## src/rtl/demux_1_2_fifo.sv

```systemverilog
// demux_1_2_fifo
//   Buffered 1-to-2 demultiplexer. Words arriving on a single valid/ready
//   input port are steered by in_sel into one of two per-channel FIFOs
//   (a for sel=0, b for sel=1). Each FIFO drains through its own
//   independent valid/ready output port.
//
// Ports
//   clk, rst_n           clock, asynchronous active-low reset
//   in_data/in_sel       word and destination channel
//   in_valid/in_ready    input handshake (in_ready = selected FIFO not full)
//   a_data/a_valid       head of channel a FIFO, valid when non-empty
//   a_ready              channel a consumer accepts a_data
//   b_data/b_valid/b_ready  same for channel b
//   a_count/b_count      current occupancy of each FIFO

// Per-channel circular buffer. No bypass in either direction: a pushed word
// becomes visible one cycle later, and a full FIFO refuses pushes even when
// it pops in the same cycle.
module demux_1_2_fifo_ch #(
   parameter int WIDTH = 8,
   parameter int DEPTH = 4
) (
   input  logic                   clk,
   input  logic                   rst_n,
   input  logic                   push,
   input  logic [WIDTH-1:0]       wdata,
   input  logic                   rdy,
   output logic [WIDTH-1:0]       rdata,
   output logic                   valid,
   output logic                   full,
   output logic [$clog2(DEPTH):0] count
);
   localparam int AW = $clog2(DEPTH);
   localparam logic [AW:0] FULL_CNT = (AW+1)'(DEPTH);

   logic [WIDTH-1:0] mem [DEPTH];
   logic [AW-1:0]    wr_ptr, rd_ptr;
   logic             pop;

   assign valid = (count != '0);
   assign full  = (count == FULL_CNT);
   assign rdata = mem[rd_ptr];
   assign pop   = valid && rdy;

   // Pointers are exactly AW bits wide, so they wrap DEPTH-1 -> 0 for free
   // (DEPTH is a power of two).
   always_ff @(posedge clk or negedge rst_n) begin
      if (!rst_n) begin
         for (int i = 0; i < DEPTH; i++) mem[i] <= '0;
         wr_ptr <= '0;
         rd_ptr <= '0;
         count  <= '0;
      end else begin
         if (push) begin
            mem[wr_ptr] <= wdata;
            wr_ptr      <= wr_ptr + 1'b1;
         end
         if (pop) rd_ptr <= rd_ptr + 1'b1;
         case ({push, pop})
            2'b10:   count <= count + 1'b1;
            2'b01:   count <= count - 1'b1;
            default: count <= count;
         endcase
      end
   end
endmodule

module demux_1_2_fifo #(
   parameter int WIDTH = 8,
   parameter int DEPTH = 4
) (
   input  logic                   clk,
   input  logic                   rst_n,
   input  logic [WIDTH-1:0]       in_data,
   input  logic                   in_sel,
   input  logic                   in_valid,
   output logic                   in_ready,
   output logic [WIDTH-1:0]       a_data,
   output logic                   a_valid,
   input  logic                   a_ready,
   output logic [WIDTH-1:0]       b_data,
   output logic                   b_valid,
   input  logic                   b_ready,
   output logic [$clog2(DEPTH):0] a_count,
   output logic [$clog2(DEPTH):0] b_count
);
   localparam int NUM_CH = 2;
   localparam int CW     = $clog2(DEPTH) + 1;

   logic [NUM_CH-1:0][WIDTH-1:0] ch_data;
   logic [NUM_CH-1:0][CW-1:0]    ch_count;
   logic [NUM_CH-1:0]            ch_push, ch_rdy, ch_valid, ch_full;
   logic                         accept;

   // Only the addressed channel's fullness gates the input, so a full
   // channel never blocks traffic for the other one.
   assign in_ready = !ch_full[in_sel];
   assign accept   = in_valid && in_ready;
   assign ch_push  = {accept && in_sel, accept && !in_sel};
   assign ch_rdy   = {b_ready, a_ready};

   for (genvar c = 0; c < NUM_CH; c++) begin : g_ch
      demux_1_2_fifo_ch #(.WIDTH(WIDTH), .DEPTH(DEPTH)) u_ch (
         .clk   (clk),
         .rst_n (rst_n),
         .push  (ch_push[c]),
         .wdata (in_data),
         .rdy   (ch_rdy[c]),
         .rdata (ch_data[c]),
         .valid (ch_valid[c]),
         .full  (ch_full[c]),
         .count (ch_count[c])
      );
   end

   assign a_data  = ch_data[0];
   assign a_valid = ch_valid[0];
   assign a_count = ch_count[0];
   assign b_data  = ch_data[1];
   assign b_valid = ch_valid[1];
   assign b_count = ch_count[1];
endmodule

```

## config.mk

```make
export PLATFORM = sky130hd
export DESIGN_NAME = demux_1_2_fifo
export DESIGN_NICKNAME = d
export VERILOG_FILES = /design/src/rtl/demux_1_2_fifo.sv
export SDC_FILE = /design/constraint.sdc
export NUM_CORES = 1
export LEC_CHECK = 0
export ABC_AREA = 1
export CAP_MARGIN = 10
export CORE_MARGIN = 1
export CORE_UTILIZATION = 55
export CTS_BUF_LIST = sky130_fd_sc_hd__clkbuf_8 sky130_fd_sc_hd__clkbuf_16
export DETAILED_ROUTE_END_ITERATION = 8
export PLACE_DENSITY = 0.76
export SETUP_SLACK_MARGIN = 0.02
export SKIP_LAST_GASP = 1
export SYNTH_ARGS = -nofsm -noshare
export SYNTH_HDL_FRONTEND = slang
export SYNTH_HIERARCHICAL = 1
export SYNTH_SLANG_ARGS = --single-unit
```

## constraint.sdc

```tcl
create_clock -name clk -period 3.55 [get_ports clk]
set_clock_uncertainty 0.15 [all_clocks]
set_input_delay 0.355 -clock clk [delete_from_list [all_inputs] [get_ports clk]]
set_output_delay 0.355 -clock clk [all_outputs]
set_load 0.02 [all_outputs]
```

Word-level counts from Yosys, hierarchy flattened
Cells that the tools add are included.
{"block": "totals", "register_bits": 78, "inputBits": 14, "out_inout_bits": 25, "wordCells": 68}
{"block": "classes", "addsub": 8, "order_cmp": 7, "eq_ne": 6, "mux": 16, "bitwise_logic": 4, "reduce_logical": 13}
{"cell": "$bwmux W32", "n": 2}
{"cell": "$mux W8", "n": 6}
{"cell": "$bmux W8 S2", "n": 2}
{"cell": "$demux W8 S2", "n": 2}
{"cell": "$ge A3 B3 Y1 const B", "n": 4}
{"cell": "$not A2 Y3", "n": 4}
{"cell": "$pmux W3 S2", "n": 2}
{"cell": "$add A2 B1 Y2 const B", "n": 4}
{"cell": "$logic_and A1 B1 Y1", "n": 7}
{"cell": "$add A3 B1 Y3 const B", "n": 2}
{"cell": "$eq A3 B3 Y1 const B", "n": 2}
{"cell": "$lt A3 B1 Y1 const B", "n": 2}
{"cell": "$reduce_bool A3 Y1", "n": 2}
{"cell": "$sub A3 B1 Y3 const B", "n": 2}
{"cell": "$eq A2 B1 Y1 const B", "n": 2}
{"cell": "$eq A2 B2 Y1 const B", "n": 2}
{"cell": "$reduce_bool A2 Y1", "n": 2}
{"cell": "$logic_not A1 Y1", "n": 2}
{"cell": "$lt A1 B2 Y1 const B", "n": 1}
{"cell": "$mux W1", "n": 2}

Depth between registers and ports, before layout
{"block": "depth", "depth_word": 8, "mapped_depth": 15, "ltp_nobuf": 14}

Hierarchy
The synthesis kept the hierarchy.
{"mod": "demux_1_2_fifo_ch", "n_inst": 2, "cells_each": 222, "area_each_um2": 1969.4, "seq_area_each_um2": 975.9}
{"mod": "demux_1_2_fifo", "n_inst": 1, "cells_each": 9, "area_each_um2": 38.8, "seq_area_each_um2": 0.0}

Least setup slack after synthesis
OpenSTA, ideal clock, no wires.
{"block": "synth_timing", "path_kind": "register to register", "from": "register g_ch[0].u_ch.count[2]", "to": "register g_ch[0].u_ch.count[2]", "setup_ns": 0.117, "arrival_ns": 1.886, "required_ns": 3.283, "path_slack_ns": 1.397, "stages_incl_launch_ff": 15, "n_path_buf": 1, "period_less_slack_ns": 2.153, "path_cell_list": "dfrtp_1 -> inv_1 -> nor3_1 -> clkinv_1 -> nand2_2 -> nor2_2 -> buf_6 -> inv_1 -> ha_1 -> inv_1 -> fa_1 -> nand2_1 -> nand3_1 -> nand2_1 -> nand2_1"}
{"block": "synth_between", "elab_chain_len": 8, "elab_cells_between_ends": 14, "classes_between": "add/sub: 2; eq/ne: 3; mux: 3; reduce/logical: 6"}
{"element": "start, declared", "line": "31", "source": "output logic [$clog2(DEPTH):0] count"}
{"element": "start signal, assigned", "line": "60", "source": "2'b10: count <= count + 1'b1;"}
{"element": "start signal, assigned", "line": "61", "source": "2'b01: count <= count - 1'b1;"}
{"element": "start signal, assigned", "line": "62", "source": "default: count <= count;"}
{"element": "$eq A3 B3 Y1 (*)", "line": "41", "source": "assign full = (count == FULL_CNT);"}
{"element": "via ch_full[0]", "line": "92", "source": "logic [NUM_CH-1:0] ch_push, ch_rdy, ch_valid, ch_full;"}
{"element": "$mux W1 (not written as such) (*) (2 in a row)", "line": "97", "source": "assign in_ready = !ch_full[in_sel];"}
{"element": "$logic_not A1 Y1 (*)", "line": "97"}
{"element": "$logic_and A1 B1 Y1 (*)", "line": "98", "source": "assign accept = in_valid && in_ready;"}
{"element": "$logic_and A1 B1 Y1 (*)", "line": "99", "source": "assign ch_push = {accept && in_sel, accept && !in_sel};"}
{"element": "via ch_push[0]", "line": "92"}
{"element": "$eq A2 B1 Y1 / $eq A2 B2 Y1 (equally long branches)", "line": "59", "source": "case ({push, pop})"}
{"element": "$pmux W3 S2 / $reduce_bool A2 Y1 (equally long branches)"}
The timed path passes the listed nets; every way through them passes the cells marked *. The select of a mux whose other input is x is not followed.
A chain may end at the register's enable or synchronous reset.

Final worst setup path
{"block": "layout_timing", "from": "register g_ch[1].u_ch.rd_ptr[0]", "to": "output b_data[2]"}
{"block": "layout_between", "elab_chain_len": 4}
{"element": "start, declared", "line": "37", "source": "logic [AW-1:0] wr_ptr, rd_ptr;"}
{"element": "start signal, assigned", "line": "58", "source": "if (pop) rd_ptr <= rd_ptr + 1'b1;"}
{"element": "$not A2 Y3 (not written as such)", "line": "42", "source": "assign rdata = mem[rd_ptr];"}
{"element": "$bmux W8 S2", "line": "42"}
{"element": "$mux W8 (not written as such) (2 in a row)", "line": "42"}
{"element": "end, declared", "line": "81", "source": "output logic [WIDTH-1:0] b_data,"}
Every way passes these cells. The select of a mux whose other input is x is not followed.

==> impl_metrics.env <==
export IMPL_clockPowerShare_pct=17.5
export IMPL_violations="negative hold slack"
export IMPL_grt_start_max_net_pins=79
export IMPL_initial_utilization_pct=57.6
export IMPL_cts_tree="done"
export IMPL_grt_ovfl_total=0
export IMPL_gp_congestion=0.782
export IMPL_crit_end="b_data[2]"
export IMPL_rsz0062_at_grt="no"
export IMPL_clock_fmax_ghz=0.396
export IMPL_crit_path_end_kind="output port"
export IMPL_drtIter0Drc=251
export IMPL_fin_util_pct=65.7
export IMPL_setup_violations=0
export IMPL_wirelength_um=7430
export IMPL_pre_cts_ws_ps=1010
export IMPL_cp_arrival_ps=2020
export IMPL_r2r_start="g_ch[0].u_ch/count[2]"
export IMPL_grt_pass1_vias=2717
export IMPL_rr_worst_depth=10
export IMPL_htreeDepth=3
export IMPL_met1_length_um=3570
export IMPL_power_total_mw=4.47
export IMPL_dr_wl_met2_um=3550
export IMPL_status="complete, but fails checks"
export IMPL_critPathKind="reg2out"
export IMPL_grt_use_total_pct=22.5
export IMPL_tightest_slew_ps=954
export IMPL_intPower_mw=2.67
export IMPL_syn_inst=453
export IMPL_top_layer_used="met4"
export IMPL_post_route_min_period_ps=2520
export IMPL_seqPwrFrac_pct=35.4
export IMPL_io_pins=39
export IMPL_fin_nets=511
export IMPL_vias=2950
export IMPL_wl_per_cell_um=12.7
export IMPL_wl_met3_um=227
export IMPL_synth_seq_area_share_pct=49.1
export IMPL_pwr_share_comb_pct=47.0
export IMPL_die_area_mm2=0.00758
export IMPL_cts_repair_resized=0
export IMPL_core_area_mm2=0.00691
export IMPL_cp_max_fo=33
export IMPL_drive_gt1_share_pct=10.4
export IMPL_cts_buffers=9
export IMPL_slew_viol_final=0
export IMPL_placement_rows=30
export IMPL_die_x_um=87.0
export IMPL_dr_pass1_iters=4
export IMPL_ys_ff_latch=78
export IMPL_diodes=0
export IMPL_clk_pin_slew_worst_paths_ps=80
export IMPL_grt_pass1_wl_um=12900
export IMPL_clk_latency_ps=350
export IMPL_place_hpwl_um=4780
export IMPL_antenna_found_initial=0
export IMPL_port_buffers=38
export IMPL_hold_viol=1
export IMPL_p_leak_nw=2.37
export IMPL_finalWorstSetupSlack_ps=1030
export IMPL_crit_start="g_ch[1].u_ch/rd_ptr[0]"
export IMPL_cts_root_buf="clkbuf_8"
export IMPL_p_switching_mw=1.80
export IMPL_fin_crit_sh_pct=71.1
export IMPL_drc=0
export IMPL_cp_required_ps=3040
export IMPL_die_h_um=87.0
export IMPL_maxCapViolCount=0
export IMPL_holdCritPathClass="in2async"
export IMPL_clockBufferDepth=2
export IMPL_area_growth_pct=14.1
export IMPL_tns_ps=0
export IMPL_viasPerCell=5.03
export IMPL_cp_start_kind="flop"
export IMPL_avgSynthCellArea_um2=8.78
export IMPL_syn_cell_area_mm2=0.00398
export IMPL_ys_warn_count=6
export IMPL_ir_drop_uv=426
export IMPL_synth_nets=479
export IMPL_rr_endpoint="g_ch[0].u_ch/count[1]"
export IMPL_max_slew_margin_pct=36.4
export IMPL_ctsHoldBuffers=0
export IMPL_hold_slack_ps=-4.83
export IMPL_cellPowerDensity_mw_per_mm2=985
export IMPL_ant_nets=0
export IMPL_switching_share_pct=40.3
export IMPL_synth_cell_types=23
export IMPL_rrSetupSlack_ps=1270
export IMPL_cts_sinks=78
export IMPL_cts_setup_buffers=0
-- stage by stage --
stage / instances / hold slack (ps) / instance area, um^2
detailed placement: 570 / 318 / 4300
finish: 586 / -4.83 / 4540
CTS: 586 / 40.5 / 4540
floorplan: 453 / -90.6 / 3980
global route: 586 / 71.7 / 4540
global placement: 570 / 315 / 4300
-- cell type report --
type / instances / area [um^2]
sequential: 78 / 1950
tap: 96 / 120
inverter: 78 / 293
multi-input combinational: 279 / 1550
clock inverter: 7 / 114
clock buffer: 9 / 124
fill: 610 / 2370
timing repair buffer: 39 / 385
-- synthesized netlist by cell type (all sizes together) --
cell / instances / area (um^2)
fa: 2 / 40.0
xnor2: 2 / 17.5
o21ai: 68 / 415
inv: 77 / 289
ha: 10 / 125
xor2: 2 / 17.5
nand4: 2 / 12.5
nor2: 2 / 10.0
nand2: 149 / 622
clkinv: 1 / 3.75
nand3: 8 / 40.0
dfrtp: 78 / 1950
nor3: 2 / 10.0
o211ai: 32 / 240
buf: 18 / 183
-- registers in the layout (all words and copies together), names as in the netlist --
name	flops
g_ch.u_ch/wr_ptr	4
g_ch.u_ch/mem	64
g_ch.u_ch/rd_ptr	4
g_ch.u_ch/count	6
-- power groups by stage --
stage | clock (mW) | sequential, mW | combinational [mW]
2_1_floorplan | 0 | 1.55 | 1.52
3_3_place_gp | 0 | 1.57 | 2.06
3_5_place_dp | 0 | 1.59 | 2.11
4_1_cts | 0.801 | 1.58 | 2.12
5_1_grt | 0.837 | 1.64 | 2.38
6_report | 0.785 | 1.59 | 2.10
-- worst max-delay path: stages (launching register included) --
cell             delay (ps)
dfrtp_1                 400
inv_2                   400
o211ai_1                140
nand2_1                 120
clkdlybuf4s50_1         610
-- per-layer routing --
| metal | global-route usage (%) | vias to the layer above |
|---|---|---|
| met2 | 35.3 | 42 |
| met4 | 7.12 | 0 |
| met1 | 31.3 | 1401 |
| li1 | - | 1500 |
| met5 | 0 | - |
| met3 | 5.12 | 7 |
-- layout by cell type (no fill, tap or decap), drive strengths merged --
| master | n |
|---|---|
| nand2 | 149 |
| dfrtp | 78 |
| inv | 78 |
| o21ai | 68 |
| clkdlybuf4s50 | 37 |
| o211ai | 32 |
| ha | 10 |
| clkbuf | 9 |
| nand3 | 8 |
| bufinv | 3 |
| clkinvlp | 2 |
| nor3 | 2 |
| xor2 | 2 |
| nand4 | 2 |
| xnor2 | 2 |
| fa | 2 |
| buf | 2 |
| nor2 | 2 |
| clkinv | 2 |
-- worst min path at each step --
stage / start / end / slack [ps]
3_3_place_gp: g_ch[1].u_ch/mem[5] / g_ch[1].u_ch/mem[5] / 320
6_report: rst_n / g_ch[0].u_ch/rd_ptr[0] / -5
3_5_place_dp: g_ch[1].u_ch/mem[3] / g_ch[1].u_ch/mem[3] / 320
5_1_grt: rst_n / g_ch[0].u_ch/rd_ptr[0] / 70
2_1_floorplan: rst_n / g_ch[0].u_ch/count[0] / -90
4_1_cts: rst_n / g_ch[0].u_ch/rd_ptr[0] / 40
-- cell families after synthesis --
logic type | share of synthesized area, %
and+or+nand+nor | 17.5
AOI/OAI and AO/OA | 16.5
buffers and inverters | 12.0
DFF | 49.1
adders and majority gates | 4.15
xor gates and xnor gates | 0.881
No activity file was read; power rests on OpenSTA's default activity.
